--- src/rtl/message_frame_parser.sv ---
// message_frame_parser
//   Delineates command frames in the byte stream coming from the serial
//   message receiver, checks the XOR checksum and hands the command, the
//   length and the 32-bit payload words to the register/control logic.
//   Frame: 0x55 0xAA CMD_H CMD_L LEN PAYLOAD[LEN] CHK
//   CHK  = CMD_H ^ CMD_L ^ LEN ^ payload bytes
// Ports
//   clk, rst_n        clock, asynchronous active-low reset
//   msg_data_vld_i    byte strobe (one cycle per byte)
//   msg_data_i        received byte
//   cmd_vld_o         pulse: cmd_o / len_o updated
//   cmd_o, len_o      frame command (big-endian) and payload length
//   word_vld_o        pulse: word_o updated
//   word_o            payload word, first byte in [31:24]
//   frame_done_o      pulse at end or abort of a frame past the header
//   frame_ok_o        checksum result, held between pulses
//   frame_cnt_o       good frames (saturating)
//   err_cnt_o         bad frames (saturating)
module message_frame_parser #(
   parameter int MAX_LEN     = 64,
   parameter int TIMEOUT_CYC = 4096
) (
   input  logic        clk,
   input  logic        rst_n,
   input  logic        msg_data_vld_i,
   input  logic [7:0]  msg_data_i,
   output logic        cmd_vld_o,
   output logic [15:0] cmd_o,
   output logic [7:0]  len_o,
   output logic        word_vld_o,
   output logic [31:0] word_o,
   output logic        frame_done_o,
   output logic        frame_ok_o,
   output logic [15:0] frame_cnt_o,
   output logic [15:0] err_cnt_o
);

   localparam int              GW        = $clog2(TIMEOUT_CYC);
   localparam logic [GW-1:0]   GAP_LAST  = GW'(TIMEOUT_CYC - 1);
   localparam logic [7:0]      MAX_LEN_B = 8'(MAX_LEN);

   typedef enum logic [2:0] {IDLE, HDR1, CMD_H, CMD_L, LEN, PAYLOAD, CHK} state_t;

   state_t        state, state_nxt;
   logic [7:0]    chk;
   logic [15:0]   cmd_q;
   logic [7:0]    len_q;
   logic [7:0]    byte_cnt;
   logic [31:0]   word_acc, word_nxt;
   logic [GW-1:0] gap_cnt;

   logic vld, timeout, len_bad, last_byte, word_emit;
   logic cmd_vld_d, done_d, ok_d;

   assign vld       = msg_data_vld_i;
   // A byte in the timeout cycle wins; the timeout is only taken without one.
   assign timeout   = (state != IDLE) && !vld && (gap_cnt == GAP_LAST);
   assign len_bad   = msg_data_i > MAX_LEN_B;
   assign last_byte = (byte_cnt + 8'd1) == len_q;
   assign word_emit = (byte_cnt[1:0] == 2'd3) || last_byte;

   // Payload byte placed by its position in the word; a new word starts
   // from zero so a short final word has 0x00 in the unused low bytes.
   always_comb begin
      word_nxt = (byte_cnt[1:0] == 2'd0) ? 32'h0 : word_acc;
      case (byte_cnt[1:0])
         2'd0:    word_nxt[31:24] = msg_data_i;
         2'd1:    word_nxt[23:16] = msg_data_i;
         2'd2:    word_nxt[15:8]  = msg_data_i;
         default: word_nxt[7:0]   = msg_data_i;
      endcase
   end

   // State register
   always_ff @(posedge clk or negedge rst_n) begin
      if (!rst_n) state <= IDLE;
      else        state <= state_nxt;
   end

   // Next state
   always_comb begin
      state_nxt = state;
      if (vld) begin
         case (state)
            IDLE:    if (msg_data_i == 8'h55) state_nxt = HDR1;
            HDR1:    if (msg_data_i == 8'hAA)      state_nxt = CMD_H;
                     else if (msg_data_i != 8'h55) state_nxt = IDLE;
            CMD_H:   state_nxt = CMD_L;
            CMD_L:   state_nxt = LEN;
            LEN:     if (len_bad)                  state_nxt = IDLE;
                     else if (msg_data_i == 8'h00) state_nxt = CHK;
                     else                          state_nxt = PAYLOAD;
            PAYLOAD: if (last_byte) state_nxt = CHK;
            CHK:     state_nxt = IDLE;
            default: state_nxt = IDLE;
         endcase
      end else if (timeout) begin
         state_nxt = IDLE;
      end
   end

   // Output decode (values registered below)
   always_comb begin
      cmd_vld_d = 1'b0;
      done_d    = 1'b0;
      ok_d      = 1'b0;
      if (vld) begin
         case (state)
            LEN: begin
               cmd_vld_d = !len_bad;
               done_d    = len_bad;
            end
            CHK: begin
               done_d = 1'b1;
               ok_d   = (msg_data_i == chk);
            end
            default: ;
         endcase
      end else if (timeout && state != HDR1) begin
         // abort from HDR1 is silent: no frame was opened yet
         done_d = 1'b1;
      end
   end

   // Datapath and registered outputs
   always_ff @(posedge clk or negedge rst_n) begin
      if (!rst_n) begin
         chk          <= '0;
         cmd_q        <= '0;
         len_q        <= '0;
         byte_cnt     <= '0;
         word_acc     <= '0;
         gap_cnt      <= '0;
         cmd_vld_o    <= 1'b0;
         cmd_o        <= '0;
         len_o        <= '0;
         word_vld_o   <= 1'b0;
         word_o       <= '0;
         frame_done_o <= 1'b0;
         frame_ok_o   <= 1'b0;
         frame_cnt_o  <= '0;
         err_cnt_o    <= '0;
      end else begin
         cmd_vld_o    <= cmd_vld_d;
         word_vld_o   <= 1'b0;
         frame_done_o <= done_d;

         if (vld || timeout || state == IDLE) gap_cnt <= '0;
         else                                 gap_cnt <= gap_cnt + 1'b1;

         if (vld) begin
            case (state)
               CMD_H: begin
                  cmd_q[15:8] <= msg_data_i;
                  chk         <= msg_data_i;
               end
               CMD_L: begin
                  cmd_q[7:0] <= msg_data_i;
                  chk        <= chk ^ msg_data_i;
               end
               LEN: begin
                  chk      <= chk ^ msg_data_i;
                  len_q    <= msg_data_i;
                  byte_cnt <= '0;
                  if (!len_bad) begin
                     cmd_o <= cmd_q;
                     len_o <= msg_data_i;
                  end
               end
               PAYLOAD: begin
                  chk      <= chk ^ msg_data_i;
                  byte_cnt <= byte_cnt + 8'd1;
                  word_acc <= word_nxt;
                  if (word_emit) begin
                     word_vld_o <= 1'b1;
                     word_o     <= word_nxt;
                  end
               end
               default: ;
            endcase
         end

         if (done_d) begin
            frame_ok_o <= ok_d;
            if (ok_d) begin
               if (frame_cnt_o != 16'hFFFF) frame_cnt_o <= frame_cnt_o + 16'd1;
            end else begin
               if (err_cnt_o != 16'hFFFF) err_cnt_o <= err_cnt_o + 16'd1;
            end
         end
      end
   end

endmodule
--- config.mk ---
export PLATFORM = sky130hd
export DESIGN_NAME = message_frame_parser
export DESIGN_NICKNAME = d
export VERILOG_FILES = /design/src/rtl/message_frame_parser.sv
export SDC_FILE = /design/constraint.sdc
export NUM_CORES = 1
export LEC_CHECK = 0
export CAP_MARGIN = 25
export CORE_ASPECT_RATIO = 1.1
export CORE_MARGIN = 3
export CORE_UTILIZATION = 50
export DETAILED_ROUTE_END_ITERATION = 8
export PLACE_DENSITY_LB_ADDON = 0.15
export SYNTH_ARGS = -nofsm -noshare
export SYNTH_HDL_FRONTEND = slang
export SYNTH_SLANG_ARGS = --single-unit
--- constraint.sdc ---
create_clock -name clk -period 2.25 [get_ports clk]
set_clock_uncertainty 0.1 [all_clocks]
set_input_delay 0.45 -clock clk [delete_from_list [all_inputs] [get_ports clk]]
set_output_delay 0.45 -clock clk [all_outputs]
set_load 0.05 [all_outputs]
======== Word level (Yosys, flattened, before mapping) ========
Index checks and enable logic that the tools add are counted.
word-level totals
  register bits after elaboration ......... 179
cells by class
  $lt $le $gt $ge ......................... 1
  add/sub/neg operators ................... 4
  equality and inequality tests ........... 21
  bitwise logic cells ..................... 3
  reductions and logical operators ........ 28
  mux-type cells .......................... 27
operators by type and width
  cell                                                            count
  adder 16 x 1 -> 16 bit (second input constant)                  2
  2-to-1 mux 32 bit                                               1
  2-to-1 mux 8 bit                                                4
  != test 16 bit (second input constant)                          2
  one-hot mux 8 bit (2 select lines)                              2
  2-to-1 mux 3 bit                                                7
  one-hot mux 3 bit (6 select lines)                              1
  equality test 8 bit                                             2
  adder 12 x 1 -> 12 bit (second input constant)                  1
  equality test 12 bit (second input constant)                    1
  2-to-1 mux 12 bit                                               1
  AND reduction 2 bit                                             6
  AND reduction 3 bit                                             4
  equality test 3 bit (second input constant)                     3
  2-to-1 mux 1 bit                                                9
  adder 8 x 1 -> 8 bit (second input constant)                    1
  equality test 8 x 7 -> 1 bit (second input constant)            1
  equality test 8 bit (second input constant)                     1
  greater-than comparator 8 x 7 -> 1 bit (second input constant)  1
  logical NOT 8 bit                                               1
  != test 8 x 7 -> 1 bit (second input constant)                  1
  XOR 8 bit                                                       1
  equality test 3 x 2 -> 1 bit (second input constant)            2
  != test 3 bit (second input constant)                           2
  17 further kinds                                                27

======== Longest topological paths before layout ========
Gate-level depths: netlist of run 1.
  depth in word-level cells ............... 7
  gate-level depth with buffers ........... 10

======== Least setup slack after synthesis of run 1 ========
OpenSTA, ideal clock, no wires.
  kind .................................... register -> register
  start ................................... register byte_cnt[0]
  end ..................................... register word_o[12]
  path slack .............................. -230 ps
  setup time .............................. 125 ps
  path buffers ............................ 2
  stages on the path, launching flop included .. 11
  arrival time ............................ 2,255 ps
  required time ........................... 2,025 ps
  cell sequence ........................... dfrtp_1 ha_1 buf_6 nand3_1 or3_1 nand4_1 nor4b_4 o21ai_4 inv_4 buf_12 mux2_4
on the way
  longest elaborated chain between the ends .. 4
  elaborated cells between the ends (all ways) .. 9
ends and longest elaborated chain
  what                           line  RTL
  start, declared                48    logic [7:0] byte_cnt;
  start signal, assigned         172   byte_cnt <= byte_cnt + 8'd1;
  adder 8 x 1 -> 8 bit           59    assign last_byte = (byte_cnt + 8'd1) == len_q;
  equality test 8 bit            59
  logical OR 1 bit               60    assign word_emit = (byte_cnt[1:0] == 2'd3) || last_byte;
  AND reduction 3 bit (no line)  --
  end signal, assigned           176   word_o <= word_nxt;
  end, declared                  31    output logic [31:0] word_o,
Parallel ways exist; a longest one is shown, timed or not.
A chain may end at the register's enable or synchronous reset.

======== Worst setup path in the final report of run 1 ========
  start ................................... register byte_cnt[0]
  end ..................................... register word_o[16]
Same word-level chain as after synthesis.

==> results of run 1 <==
registers in the layout, indices dropped and copies added (netlist names), 12 cells and up:
signal       cells
frame_cnt_o     16
word_acc        32
word_o          32
gap_cnt         12
cmd_o           16
err_cnt_o       16
cmd_q           16
logic make-up (layout without fill, tap and decap cells):
| kind of cell | after synthesis | in the layout | synth area share |
|---|---|---|---|
| and+or+nand+nor | 186 | 186 | 0.126 |
| DFF | 179 | 179 | 0.549 |
| muxes | 88 | 88 | 0.128 |
| adders and majority gates | 7 | 7 | 0.0107 |
| buffers and inverters | 50 | 244 | 0.0316 |
| other | 0 | 1 | 0 |
| xor gates and xnor gates | 66 | 66 | 0.0708 |
| AOI/OAI and AO/OA | 91 | 91 | 0.0835 |
worst max path at each step:
stage,from,end,cells past startpoint
global placement,msg_data_i[4],err_cnt_o[1]$_DFFE_PN0P_,6
CTS,byte_cnt[0]$_DFFE_PN0P_,word_o[30]$_DFFE_PN0P_,10
detailed placement,msg_data_i[4],err_cnt_o[15]$_DFFE_PN0P_,7
floorplan,byte_cnt[1]$_DFFE_PN0P_,word_o[12]$_DFFE_PN0P_,10
finish,byte_cnt[0]$_DFFE_PN0P_,word_o[16]$_DFFE_PN0P_,10
global route,byte_cnt[1]$_DFFE_PN0P_,word_o[5]$_DFFE_PN0P_,9
stage by stage:
| step | power (mW) | setup WS (ps) | hold WS (ps) | area (sq um) |
|---|---|---|---|---|
| 2_1_floorplan | 4.84 | -166 | 54.4 | 8200 |
| 3_3_place_gp | 5.40 | -545 | 292 | 9960 |
| 3_5_place_dp | 5.45 | -608 | 296 | 9960 |
| 4_1_cts | 8.87 | -134 | 382 | 10800 |
| 5_1_grt | 9.23 | -200 | 408 | 11000 |
| 6_report | 8.85 | -108 | 384 | 11000 |
layer usage:
layer  vias up  share of wire  global-route usage
met5         -              0                   0
met2       165           0.51               0.376
li1       2731              -                   -
met3        22          0.048              0.0523
met4         0          0.019              0.0827
met1      3016           0.42               0.296
cells in the final DEF (no fill, tap or decap), types with 23 or more instances in the layout:
cell type,instances
dfrtp_1,175
buf_4,80
clkdlybuf4s50_1,75
mux2_2,60
nand2_1,49
xnor2_1,39
a22o_1,31
nor2_1,27
xor2_1,25
and3_1,23
mux2_4,23
cells in the mapped netlist, types with 5 or more instances:
cell type and count:
mux2_2 66, nor2_1 29, clkbuf_1 23, mux2_4 17
o21ai_0 21, a21oi_1 7, and3_1 23, a22o_1 31
a21o_1 9, buf_2 6, mux2i_1 5, xnor2_1 40
inv_1 9, nor4_1 5, and2_1 5, nand3_1 24
ha_1 7, xor2_1 26, nand2_1 50, nand4_1 12
dfrtp_1 179, a221o_1 8, and4_1 12
power groups by stage:
| stage | sequential, mW | combinational, mW | clock [mW] |
|---|---|---|---|
| after floorplan | 3.95 | 0.896 | 0 |
| after global placement | 3.82 | 1.57 | 0 |
| after detailed placement | 3.84 | 1.61 | 0 |
| after CTS | 3.79 | 1.70 | 3.38 |
| after global routing | 3.83 | 1.88 | 3.52 |
| final | 3.79 | 1.74 | 3.32 |
cell type report:
class | instances | area, sq um | share of cell area
clock inverter | 13 | 221 | 0.0201
clock buffer | 19 | 443 | 0.0401
multi-input combinational | 438 | 3650 | 0.331
timing repair buffer | 201 | 1940 | 0.176
tap | 200 | 250 | 0.0227
sequential | 179 | 4480 | 0.406
inverter | 11 | 46.3 | 0.00419
antenna | 1 | 2.50 | 0.000227
worst max-delay path: cells and delay by family, from the launching register on:
kind	cells	cell delay [ps]
AND/OR/NAND/NOR	3	610
flip-flops	1	440
buffers and inverters	3	360
multiplexers	1	290
adder cells (fa/ha/maj)	1	200
XOR/XNOR	1	140
AO/OA/AOI/OAI	1	100
repair_timing:
item / 4_1_cts / 5_1_grt
pin swaps: 9 / 14
gates resized for setup: 26 / 48
hold buffers: 1 / 0
endpoints found under the hold margin: 40 / 0
setup endpoints to repair: 61 / 94
buffers inserted: 7 / 6
gates cloned: 0 / 1
==> key figures, run 1 <==
Status
  – Outcome: finished with violations
  – Failing checks: negative setup slack

Critical path
  – Critical path type: reg2reg
  – CP arrival: about 2600 ps
  – Setup slack on the worst flop-to-flop path: -110 ps
  – Startpoint types: flop
  – Slowest CP cell: dfrtp_2
  – Max Fanout on Critical Path: 6
  – Reg2reg start: byte_cnt[0]$_DFFE_PN0P_
  – CP peak stage delay: between 400 and 500 ps
  – RR Endpoint: word_o[16]$_DFFE_PN0P_
  – Worst path cell trace: inv_2 > ha_4 > xor2_1 > nor2_1 > nand4_1 > nor4b_4 > o21ai_4 > clkinv_4 > clkbuf_16 > mux2_4
  – Worst reg2reg path depth: 10
  – CP endpoint kind: flop
  – CP required: 2460 ps

Placement
  – # port buffers: approximately 100
  – Post-DP HPWL: around 14 mm
  – Final GP Congestion: ~0.88
  – Cell total after placement: roughly 1000

Cells and area
  – Core Util, Final: 0.696
  – Area delta synth->final: 35.2%
  – Finished Layout Cells: approximately 1100
  – Proportion of layout cells with a drive suffix above 1: 0.295
  – Layout Nets: 866
  – Fillers: ~1200

Power
  – Sequential group share of total power: 0.428
  – Net Sw Frac: 0.277
  – LEAKAGE: roughly 5.5 nW
  – PD cells: approximately 800 nW/um^2
  – VDD IR max: between 500 and 600 uV
  – Logic pwr share: 0.197
  – Int Power: approximately 6.4 mW
  – Clock power share: 0.375
  – Switching power total: approximately 2.5 mW

Min path
  – Hold Path Depth: 1
  – Worst Hold Launch: word_acc[1]$_DFFE_PN0P_
  – Worst min-delay path class: reg2reg
  – Worst Hold Path EP: word_acc[1]$_DFFE_PN0P_

STA
  – Setup WS post-layout: -108 ps
  – Sum Neg Setup Slack: -2770 ps
  – Slew Limit Fails: 0
  – Slew @ Worst Pin: ~560 ps
  – Max frequency: about 0.42 GHz
  – Final min period: between 2000 and 2500 ps
  – RSZ-0062 raised after global routing: yes
  – Setup violations, final: 32
  – Worst slew margin: 0.621
  – Final hold viol count: 0
  – Final period util: 1.05

Clocking
  – Clk buf depth: 2
  – Clock-pin slew on the worst setup and hold paths: ~70 ps
  – H-tree levels: 4
  – Clock root cell: clkbuf_16
  – Sink Count: approximately 180
  – Cts bufs inserted: 17
  – Clock Latency Late Sink: 420 ps
  – CTS tree: yes

Detailed routing
  – Iteration-0 DRC Markers: approximately 300
  – Wire per inst: 18.6 microns
  – Via-to-Cell Ratio: 5.59
  – Drt total wl: 19.8 mm
  – Final ANT Viol Nets: 0
  – Drt first pass iters: 5
  – DR DRC count: 0
  – Via count: 5934

Global route
  – First-pass GRT wire length: roughly 33 mm
  – Pin count of the biggest net entering global routing: 73
  – GRT Residual Overflow: 0
  – Tot GR Track Use: 0.228
  – Vias in the first global route: roughly 6300
  – Antenna violations before repair: 1

Synthesis
  – Synth area leader: dfrtp_1
  – Post-Synthesis Net Count: roughly 700
  – Yosys warns: 0
  – Register bit total from synthesis: around 180
  – Gate count of the mapped netlist: between 600 and 700
  – Ys flop type: dfrtp_1
  – Synth top area share: 0.549
  – Seq/Total Area, Yosys: 0.549
  – Mapped cell area: just over 8000 sq um
  – Cell variety after synth: 56
  – Post-synth ARST share: 1.00
  – Number of synthesized flops with an enable pin: 0
  – Dominant cells by area after synthesis: dfrtp_1 55%, mux2_2 9.1%, xnor2_1 4.3%
  – Mean Syn Cell Area: about 12 sq um

Floorplan
  – Rows: 48
  – Die width: 128 microns
  – Ports: 103
  – Initial Util: 0.515
  – Chip height: 140 microns
  – Die area: 17900 sq um
  – Core box area: ~16000 sq um

Flow run
  – Max-Cap Viols: 0
Power figures use the tool's default switching activity.
==> run 2, diff against run 1 <==
--- a/config.mk
+++ b/config.mk
@@ -9,7 +9,9 @@
 export CORE_ASPECT_RATIO = 1.1
 export CORE_MARGIN = 3
 export CORE_UTILIZATION = 50
+export CTS_CLUSTER_DIAMETER = 30
 export DETAILED_ROUTE_END_ITERATION = 8
+export GPL_TIMING_DRIVEN = 0
 export PLACE_DENSITY_LB_ADDON = 0.15
 export SYNTH_ARGS = -nofsm -noshare
 export SYNTH_HDL_FRONTEND = slang
==> key figures, run 2 (synthesis results as in run 1) <==
Status
  – Outcome: finished with violations
  – Failing checks: negative setup slack

Cells and area
  – Proportion of layout cells with a drive suffix above 1: 0.260
  – Top Registers: word_acc: 32 flops, word_o: 32 flops
  – N_diodes: 0
  – Most common library cell in the layout ignoring fill and taps: dfrtp_1
  – Finished Layout Cells: 1036
  – Area delta synth->final: 30.5%
  – Most frequent cells in the layout: 174 x dfrtp_1, 70 x clkdlybuf4s50_1, 60 x mux2_2, 47 x nand2_1, 39 x xnor2_1
  – Layout Nets: about 840
  – Design Area, Final: between 10000 and 15000 sq um

STA
  – RSZ-0062 raised after global routing: yes
  – Final hold viol count: 0
  – Max frequency: roughly 0.4 GHz
  – WHS: ~380 ps
  – Sum Neg Setup Slack: -7350 ps
  – Setup WS post-layout: -257 ps
  – Slew @ Worst Pin: 674 ps
  – Final period util: 1.11
  – Slew Limit Fails: 0
  – Worst slew margin: 0.551
  – Setup violations, final: 34
  – Final min period: 2510 ps

Power
  – PD cells: 782 nW/um^2
  – LEAKAGE: 5.21 nW
  – VDD IR max: just under 600 uV

Floorplan
  – Initial Util: 0.515
  – Core box area: 15900 sq um
  – Chip height: roughly 140 microns
  – Die width: ~130 microns
  – Ports: around 100
  – Die area: approximately 18000 sq um
  – Rows: 48

Critical path
  – Startpoint types: flop
  – CP endpoint kind: flop
  – CP required: between 2000 and 2500 ps
  – Worst path cell trace: buf_4 > ha_2 > buf_6 > nand3_4 > or3_1 > nand4_1 > nor4b_4 > o21ai_4 > clkinv_4 > buf_12 > mux2_4
  – CP Buf/Inv Count: 4
  – Top delay family on crit path: simple AND/OR/NAND/NOR gates
  – CP arrival: ~2700 ps
  – Critical path type: reg2reg
  – Max Fanout on Critical Path: 8
  – CP peak stage delay: 400 ps
  – Slowest CP cell: dfrtp_2

Clocking
  – CTS tree: yes
  – H-tree levels: 4
  – Clock Latency Late Sink: 430 ps
  – Clock-pin slew on the worst setup and hold paths: about 60 ps
  – Sink Count: 179
  – Clk buf depth: 2
  – Cts bufs inserted: 17
  – Clock root cell: clkbuf_16

Global route
  – Tot GR Track Use: 0.222
  – Antenna violations before repair: 0
  – Vias in the first global route: roughly 6000
  – First-pass GRT wire length: 31.6 mm
  – GRT Residual Overflow: 0
  – Pin count of the biggest net entering global routing: roughly 130

Detailed routing
  – Drt first pass iters: 5
  – Via-to-Cell Ratio: approximately 5.6
  – Iteration-0 DRC Markers: 503
  – DR DRC count: 0
  – Via count: a little under 6000
  – Wire per inst: 18.5 microns
  – Final ANT Viol Nets: 0
  – Drt total wl: around 19 mm

Placement
  – Area after DPL: between 9000 and 10000 sq um
  – # port buffers: 100
  – Post-DP HPWL: approximately 12 mm
  – Dpl ws: -1030 ps
  – Cell total after placement: a little under 1000
  – Final GP Congestion: 0.857

Min path
  – Worst min-delay path class: reg2reg

Flow run
  – Max-Cap Viols: 0
-- run 2: changes by cell type in the layout (fill, tap and decap cells not counted), sizes merged --
cell	delta
dlygate4sd2	+10
clkbuf	+22
buf	-46
dlymetal6s2s	-5
clkdlybuf4s50	-5
clkinvlp	+1
diode	-1
bufinv	-3
inv	-3
clkinv	+4
-- run 2: area by class of cell --
cell class / instances / area, sq um
Buffer: 37 / 223
Clock buffer: 19 / 433
Clock inverter: 12 / 131
Fill cell: 1203 / 5200
Inverter: 11 / 46.3
Multi-Input combinational cell: 438 / 3700
Sequential cell: 179 / 4490
Tap cell: 200 / 250
Timing Repair Buffer: 140 / 1390
-- run 2: metal layers --
layer | up-vias | wire [microns] | track usage
li1 | 2680 | - | -
met1 | 2899 | 8090 | 0.290
met2 | 177 | 9690 | 0.364
met3 | 26 | 1080 | 0.0545
met4 | 0 | 282 | 0.0709
met5 | - | 0 | 0
-- run 2: power by group --
group	switching [mW]	internal [mW]	leakage (nW)	total, mW
clock network	1.25	1.63	0.266	2.88
logic	0.924	0.740	2.49	1.66
registers	0.234	3.56	2.45	3.79
-- run 2: final timing paths --
path | end | cells past startpoint | start | slack, ps
setup / recovery | word_o[29]$_DFFE_PN0P_ | 11 | byte_cnt[0]$_DFFE_PN0P_ | -260
hold / removal | word_acc[0]$_DFFE_PN0P_ | 1 | word_acc[0]$_DFFE_PN0P_ | 380
setup reg to reg | word_o[29]$_DFFE_PN0P_ | 11 | byte_cnt[0]$_DFFE_PN0P_ | -260
hold reg to reg | word_acc[0]$_DFFE_PN0P_ | 1 | word_acc[0]$_DFFE_PN0P_ | 380
max in group asynchronous | byte_cnt[0]$_DFFE_PN0P_ | 3 | rst_n | 640
min in group asynchronous | word_o[3]$_DFFE_PN0P_ | 2 | rst_n | 420
-- run 2: per-stage QoR --
| step | utilization | power (mW) |
|---|---|---|
| after CTS | 0.658 | 8.30 |
| after detailed placement | 0.598 | 5.31 |
| after floorplan | - | 4.84 |
| final | 0.672 | 8.33 |
| after global placement | 0.596 | 5.24 |
| after global routing | 0.672 | 8.71 |
-- run 2: repair_timing --
| item | CTS | global route |
|---|---|---|
| gates cloned | 2 | 0 |
| hold buffers | 1 | 0 |
| setup endpoints to repair | 133 | 122 |
| endpoints found under the hold margin | 47 | 0 |
| setup buffers | 28 | 8 |
| gates resized for setup | 54 | 42 |
| pin swaps | 11 | 17 |
==> run 3, diff against run 2 <==
--- a/config.mk
+++ b/config.mk
@@ -10,6 +10,7 @@
 export CORE_MARGIN = 3
 export CORE_UTILIZATION = 50
 export CTS_CLUSTER_DIAMETER = 30
+export CTS_CLUSTER_SIZE = 24
 export DETAILED_ROUTE_END_ITERATION = 8
 export GPL_TIMING_DRIVEN = 0
 export PLACE_DENSITY_LB_ADDON = 0.15
==> results of run 3 <==
Same layout as run 2: the final DEF is identical, and so are final timing and power.
